File: config.mk
export PLATFORM = sky130hd
export DESIGN_NAME = mem_stage_hs
export DESIGN_NICKNAME = d
export VERILOG_FILES = /design/src/rtl/mem_stage_hs.sv
export SDC_FILE = /design/constraint.sdc
export NUM_CORES = 1
export LEC_CHECK = 0
export BUFFER_PORTS_ARGS = -buffer_cell sky130_fd_sc_hd__buf_2
export CAP_MARGIN = 20
export CORE_MARGIN = 2
export CORE_UTILIZATION = 42
export DETAILED_ROUTE_END_ITERATION = 8
export MAX_ROUTING_LAYER = met4
export PLACE_DENSITY = 0.75
export RECOVER_POWER = 25
export SLEW_MARGIN = 20
export SYNTH_ARGS = -nofsm -noshare
export SYNTH_HDL_FRONTEND = slang
export SYNTH_SLANG_ARGS = --single-unit
File: constraint.sdc
create_clock -name clk -period 1.7 [get_ports clk]
set_input_delay 0.425 -clock clk [delete_from_list [all_inputs] [get_ports clk]]
set_output_delay 0.425 -clock clk [all_outputs]
set_load 0.005 [all_outputs]
File: src/rtl/mem_stage_hs.sv
// mem_stage_hs: WISC memory stage that resolves branch conditions, runs req/ack data memory
// accesses with stall and timeout, flags misaligned accesses and sequences the halt dump.
module mem_stage_hs #(
    parameter int   DW        = 16,
    parameter logic ALIGN_CHK = 1'b1,
    parameter int   MAX_WAIT  = 15
) (
    input  logic          clk,
    input  logic          rst,
    input  logic          valid_in,
    input  logic          mem_rd,
    input  logic          mem_wr,
    input  logic          halt,
    input  logic          branch,
    input  logic          jump,
    input  logic [2:0]    sel_flag,
    input  logic          ofl,
    input  logic          z,
    input  logic          n,
    input  logic          cout,
    input  logic [DW-1:0] alu_result,
    input  logic [DW-1:0] store_data,
    input  logic          mem_ack,
    input  logic [DW-1:0] mem_rdata,
    output logic          mem_req,
    output logic          mem_we,
    output logic [DW-1:0] mem_addr,
    output logic [DW-1:0] mem_wdata,
    output logic          mem_dump,
    output logic [DW-1:0] read_data,
    output logic          stall,
    output logic          condition,
    output logic          pc_sel,
    output logic          err
);
    typedef enum logic [2:0] {IDLE, REQ, DONE, HALTED, FAULT} state_t;
    state_t        state_q, state_d;
    logic [7:0]    cnt_q, cnt_d;
    logic          we_q, we_d, dump_q, dump_d;
    logic [DW-1:0] addr_q, addr_d, wdata_q, wdata_d, rdata_q, rdata_d;
    logic          memop, misal, acc, lt, timeout;
    assign memop   = valid_in & (mem_rd | mem_wr);
    assign misal   = ALIGN_CHK & alu_result[0] & memop;
    assign acc     = memop & ~misal;
    assign lt      = n ^ ofl;
    // the ack seen in the cycle the count would reach MAX_WAIT still wins
    assign timeout = (cnt_q + 8'd1) == 8'(MAX_WAIT);
    assign condition = (sel_flag == 3'b000) ? z :
                       (sel_flag == 3'b001) ? lt :
                       (sel_flag == 3'b010) ? (lt | z) :
                       (sel_flag == 3'b011) ? ~z :
                       (sel_flag == 3'b100) ? ~lt : cout;
    assign pc_sel    = valid_in & ((branch & condition) | jump);
    assign mem_req   = state_q == REQ;
    assign err       = state_q == FAULT;
    assign stall     = ((state_q == IDLE) & acc) | mem_req | err;
    assign mem_we    = we_q;
    assign mem_addr  = addr_q;
    assign mem_wdata = wdata_q;
    assign read_data = rdata_q;
    assign mem_dump  = dump_q;
    always_comb begin
        state_d = state_q;
        cnt_d   = cnt_q;
        we_d    = we_q;
        addr_d  = addr_q;
        wdata_d = wdata_q;
        rdata_d = rdata_q;
        dump_d  = 1'b0;
        case (state_q)
            IDLE: begin
                if (misal) begin
                    state_d = FAULT;
                end else if (acc) begin
                    state_d = REQ;
                    cnt_d   = 8'd0;
                    we_d    = mem_wr;
                    addr_d  = alu_result;
                    wdata_d = store_data;
                end else if (valid_in & halt) begin
                    state_d = HALTED;
                    dump_d  = 1'b1;
                end
            end
            REQ: begin
                if (mem_ack) begin
                    state_d = DONE;
                    rdata_d = we_q ? rdata_q : mem_rdata;
                end else if (timeout) begin
                    state_d = FAULT;
                end else begin
                    cnt_d = cnt_q + 8'd1;
                end
            end
            DONE:    state_d = IDLE;
            default: state_d = state_q;
        endcase
    end
    always_ff @(posedge clk) begin
        if (rst) begin
            state_q <= IDLE;
            cnt_q   <= '0;
            we_q    <= 1'b0;
            addr_q  <= '0;
            wdata_q <= '0;
            rdata_q <= '0;
            dump_q  <= 1'b0;
        end else begin
            state_q <= state_d;
            cnt_q   <= cnt_d;
            we_q    <= we_d;
            addr_q  <= addr_d;
            wdata_q <= wdata_d;
            rdata_q <= rdata_d;
            dump_q  <= dump_d;
        end
    end
endmodule

======== Word level (Yosys, flattened, before mapping) ========
Cells that the tools add are included.
storage, ports and cells
  flip-flop bits (word level) ............. 61
  bits in latches ......................... 0
  memory bits (writable) .................. 0
  memory bits (read-only) ................. 0
  input port bits ......................... 64
  output and inout port bits .............. 55
  logic and storage cells ................. 66
  memories kept ........................... 0
cells by class
  $add $sub $neg .......................... 1
  $mul .................................... 0
  divide/modulo/power cells ............... 0
  magnitude comparators ................... 0
  equal/unequal tests ..................... 14
  shift operators ......................... 0
  multiplexer cells ....................... 17
  bitwise gates (word level) .............. 18
  reduce and logical (&&, ||, !) cells .... 9
operators by type and width
  operator                                               count
  two-way mux 8 bit                                      4
  case mux 8 bit (2 select lines)                        1
  two-way mux 3 bit                                      5
  == test 3 x 2 -> 1 bit, second input constant          3
  case mux 3 bit (3 select lines)                        1
  AND reduction 3 bit                                    3
  adder 8 x 1 -> 8 bit, second input constant            1
  == test 8 x 4 -> 1 bit, second input constant          1
  inequality test 2 bit, second input constant           4
  AND 1 bit                                              7
  == test 3 x 1 -> 1 bit, second input constant          2
  == test 3 bit, second input constant                   2
  zero test 3 bit                                        2
  two-way mux 1 bit                                      6
  NOT 1 bit                                              5
  bitwise OR 1 bit                                       5
  AND reduction 5 bit                                    1
  inequality test 4 x 3 -> 1 bit, second input constant  1
  OR reduction 4 bit                                     1
  inequality test 3 x 2 -> 1 bit, second input constant  1
  nonzero test 3 bit                                     1
  nonzero test 2 bit                                     1
  bitwise XOR 1 bit                                      1

======== Longest topological paths before layout ========
  depth in word-level cells ............... 10
  gate-level depth with buffers ........... 8

======== Worst setup path after synthesis ========
No wires, ideal clock.
  kind .................................... register -> register
  start ................................... register cnt_q[3]
  end ..................................... register cnt_q[1]
  library setup time ...................... 0.121 ns
  arrival ................................. 1.736 ns
  required time ........................... 1.579 ns
  setup slack ............................. -0.157 ns
  cell stages (with the launch flop) ...... 9
  period minus slack after synthesis ...... 1.857 ns
  cell sequence ........................... dfxtp_1 > buf_6 > and4_1 > buf_2 > a211o_1 > and3_1 > buf_6 > o21ai_2 > mux2_4
between the ends
  cells in the longest elaborated chain, start to end .. 4
RTL lines
  item                                    line  RTL
  start: declaration                      38    logic [7:0] cnt_q, cnt_d;
  start signal: assignment                110   cnt_q <= cnt_d;
  adder 8 x 1 -> 8 bit                    47    assign timeout = (cnt_q + 8'd1) == 8'(MAX_WAIT);
  == test 8 x 4 -> 1 bit                  47
  inequality test 2 bit (no source line)  n/a
  AND reduction 5 bit (no source line)    n/a
No other way between the ends.
A chain may end at the register's enable or synchronous reset.

======== Final worst setup path ========
  start ................................... register state_q[2]
  end ..................................... output stall
between the ends
  cells in the longest elaborated chain, start to end .. 4
  elaborated cells on any way between the ends .. 6
RTL lines
  item                      line  RTL
  start: declaration        37    state_t state_q, state_d;
  start signal: assignment  109   state_q <= state_d;
  zero test 3 bit           56    assign stall = ((state_q == IDLE) & acc) | mem_req | err;
  AND 1 bit                 56
  bitwise OR 1 bit          56
  bitwise OR 1 bit (*)      56
  end: declaration          31    output logic stall,
Every way passes the cells marked *; elsewhere a longest branch is shown, timed or not.

==> impl_metrics.py <==
metrics = {
    "run_status": {
        "status": "finished with violations",
        "violations": "setup timing",
    },
    "worst_setup_path": {
        "crit_path_top_delay_cell": "or3_4",
        "required_ns": 1.27,
        "crit_chain": "or3_4, buf_6, nor3_4, or3_1, buf_2",
        "path_max_fanout": 3,
        "worstSetupStartpointType": "flop",
        "arrival_ns": 1.52,
        "max_stage_delay_ns": 0.39,
        "crit_type": "reg -> out",
        "critPathCaptureType": "output pin",
    },
    "global_routing": {
        "antenna_found_initial": 0,
        "grt.total_usage_pct": 23.23,
        "grt_pass1_vias": 2863,
        "grt-ovfl-total": 0,
        "grt_pass1_wl_um": 13010,
        "grt_max_degree": 37,
    },
    "cts": {
        "ctsLongestPathBuffers": 2,
        "tritoncts": "built",
        "htreeDepth": 3,
        "cts.sinks": 61,
        "insertion_delay_ns": 0.34,
        "cts.clk_slew.worst_paths_ns": 0.07,
        "numCtsBuffers": 9,
        "cts-root-buf": "clkbuf_8",
    },
    "routing": {
        "ant_nets": 0,
        "vias": 2975,
        "drtPass1Iterations": 4,
        "wirelength_um": 8491,
        "first_iter_violations": 290,
        "drt-vias-per-instance": 5.183,
        "drc": 0,
        "routedWlPerCell_um": 14.79,
    },
    "logic_synthesis": {
        "synthesis.area_um2": 2651,
        "ys.warnings.count": 0,
        "synthMostInstantiatedCell": "nand2_1",
        "ys_seq_area_share_pct": 46.06,
        "synth-async-reset-ratio_pct": 0,
        "postSynthRegisterBits": 61,
        "synth_edf_count": 0,
        "netlist.area_leader.share_pct": 46.06,
        "synth_area_per_cell_um2": 7.986,
        "synth_ff_type": "dfxtp_1",
        "syn_inst": 332,
        "yosys.cell_types.count": 52,
        "synth_area_leaders": "dfxtp_1 (46%), nand2_1 (14%), a21oi_1 (10%)",
        "synth_nets": 398,
        "synth_common_cells": "nand2_1 (99), dfxtp_1 (61), a21oi_1 (53)",
        "yosys.area.top_type": "dfxtp_1",
    },
    "floorplanning": {
        "die_h_um": 83.45,
        "dieArea_um2": 6964,
        "start_util_pct": 44.00,
        "fp-row-count": 28,
        "coreArea_um2": 6026,
        "die_w_um": 83.45,
        "pin_count": 119,
    },
    "sta": {
        "fmax_mhz": 513.3,
        "period_share_pct": 114.6,
        "finalHoldViolCount": 0,
        "timing.hold.ws_ns": 0.3230,
        "finalSetupViolCount": 46,
        "finClkSkew_ns": 0.007022,
        "slew_headroom_pct": 65.84,
        "finalMaxSlewViolations": 0,
        "layout_min_cycle_time_ns": 1.948,
        "worst_slack_ns": -0.2481,
        "rsz0062_at_grt": "true",
        "tightest_slew_ns": 0.5079,
    },
    "final_layout": {
        "drive_above_1_share_pct": 48.70,
        "fin_nets": 560,
        "area_growth_pct": 60.59,
        "antennaDiodeCount": 0,
    },
    "power_and_ir_drop": {
        "irDropWorstVdd_v": 0.0006892,
        "power_density_nw_per_um2": 1097,
        "p_leak_nw": 1.880,
    },
    "placement": {
        "gp_congestion": 0.8715,
        "dpl.hpwl_um": 5219,
        "port_buffers": 118,
        "place_ws_ns": -0.1746,
    },
    "worst_hold_path": {
        "hold_class": "in -> reg",
    },
    "flow_run": {
        "maxCapViolCount": 0,
    },
}
[cell families after synthesis]
kind of cell | synth area share [%]
and+or+nand+nor | 24.63
AOI/OAI and AO/OA | 20.06
DFF | 46.06
buffers and inverters | 5.332
xor gates and xnor gates | 1.652
muxes | 1.321
adders and majority gates | 0.9437
[layer usage]
layer  global-route usage (%)  vias up  part of all wire [%]
met1                    26.82     1392                    40
met2                    39.59      108                    53
met3                    5.737       16                   5.5
met5                        -        -                     0
li1                         -     1459                     -
met4                    7.918        0                   2.0
[timing repair]
| item | in CTS | in global routing |
|---|---|---|
| endpoints found under the hold margin | 0 | 0 |
| cloned | 1 | 5 |
| pin swaps | 14 | 17 |
| gates resized for setup | 44 | 50 |
| buffers inserted | 5 | 6 |
| endpoints found under the setup margin | 16 | 64 |
| hold buffers | 0 | 0 |
[placed cells by master, fill, tap and decap left out, types with 4 or more instances in the layout]
cell type	n
a21oi_1	45
a21oi_2	8
buf_2	107
buf_4	35
buf_6	17
clkbuf_1	9
clkbuf_8	12
dfxtp_1	55
dfxtp_2	5
inv_1	4
nand2_1	83
nand2_2	15
nand3_1	6
nor2_1	8
o21ai_0	5
o21ai_2	4
[area by class of cell]
cell class	count	area [um2]
Timing Repair Buffer	173	1150
Multi-Input combinational cell	243	1546
Clock buffer	13	168.9
Sequential cell	61	1231
Fill cell	458	1768
Inverter	6	25.02
Clock inverter	3	42.54
Tap cell	75	93.84
[path summary, 6_finish.rpt]
kind | start | endpoint | slack, ns | cells after the start
setup / recovery | state_q[2] | stall | -0.25 | 5
hold / removal | store_data[4] | mem_wdata[4] | 0.32 | 3
setup reg to reg | state_q[2] | cnt_q[1] | -0.24 | 6
hold reg to reg | read_data[15] | read_data[15] | 0.45 | 2
[sequential cells by signal, indices dropped and copies added (netlist names)]
| register | cells |
|---|---|
| mem_wdata | 16 |
| read_data | 16 |
| mem_dump | 1 |
| mem_we | 1 |
| mem_addr | 16 |
| cnt_q | 8 |
| state_q | 3 |
[per-stage QoR]
stage	instances	instance area, um2	util (%)	setup TNS (ns)	power, mW
after global placement	541	3528	58.55	-0.6617	2.829
final	574	4258	70.66	-5.951	4.670
after global routing	574	4258	70.66	-8.399	4.911
after CTS	563	3960	65.72	-1.771	4.416
after floorplan	332	2664	-	-0.1206	2.347
after detailed placement	541	3528	58.55	-1.144	2.854
[power by group]
part	switching (mW)	internal, mW	leakage (nW)
Combinational	0.783	0.845	1.28
Clock	0.573	0.796	0.106
Sequential	0.0877	1.59	0.498
Total	1.44	3.23	1.88
[worst max-delay path: cells and delay by family (launching register included)]
family        cells  cell delay, ns
buf+inv           2            0.23
simple gates      3            0.63
flops             1            0.33
No activity file was read; power rests on OpenSTA's default activity.
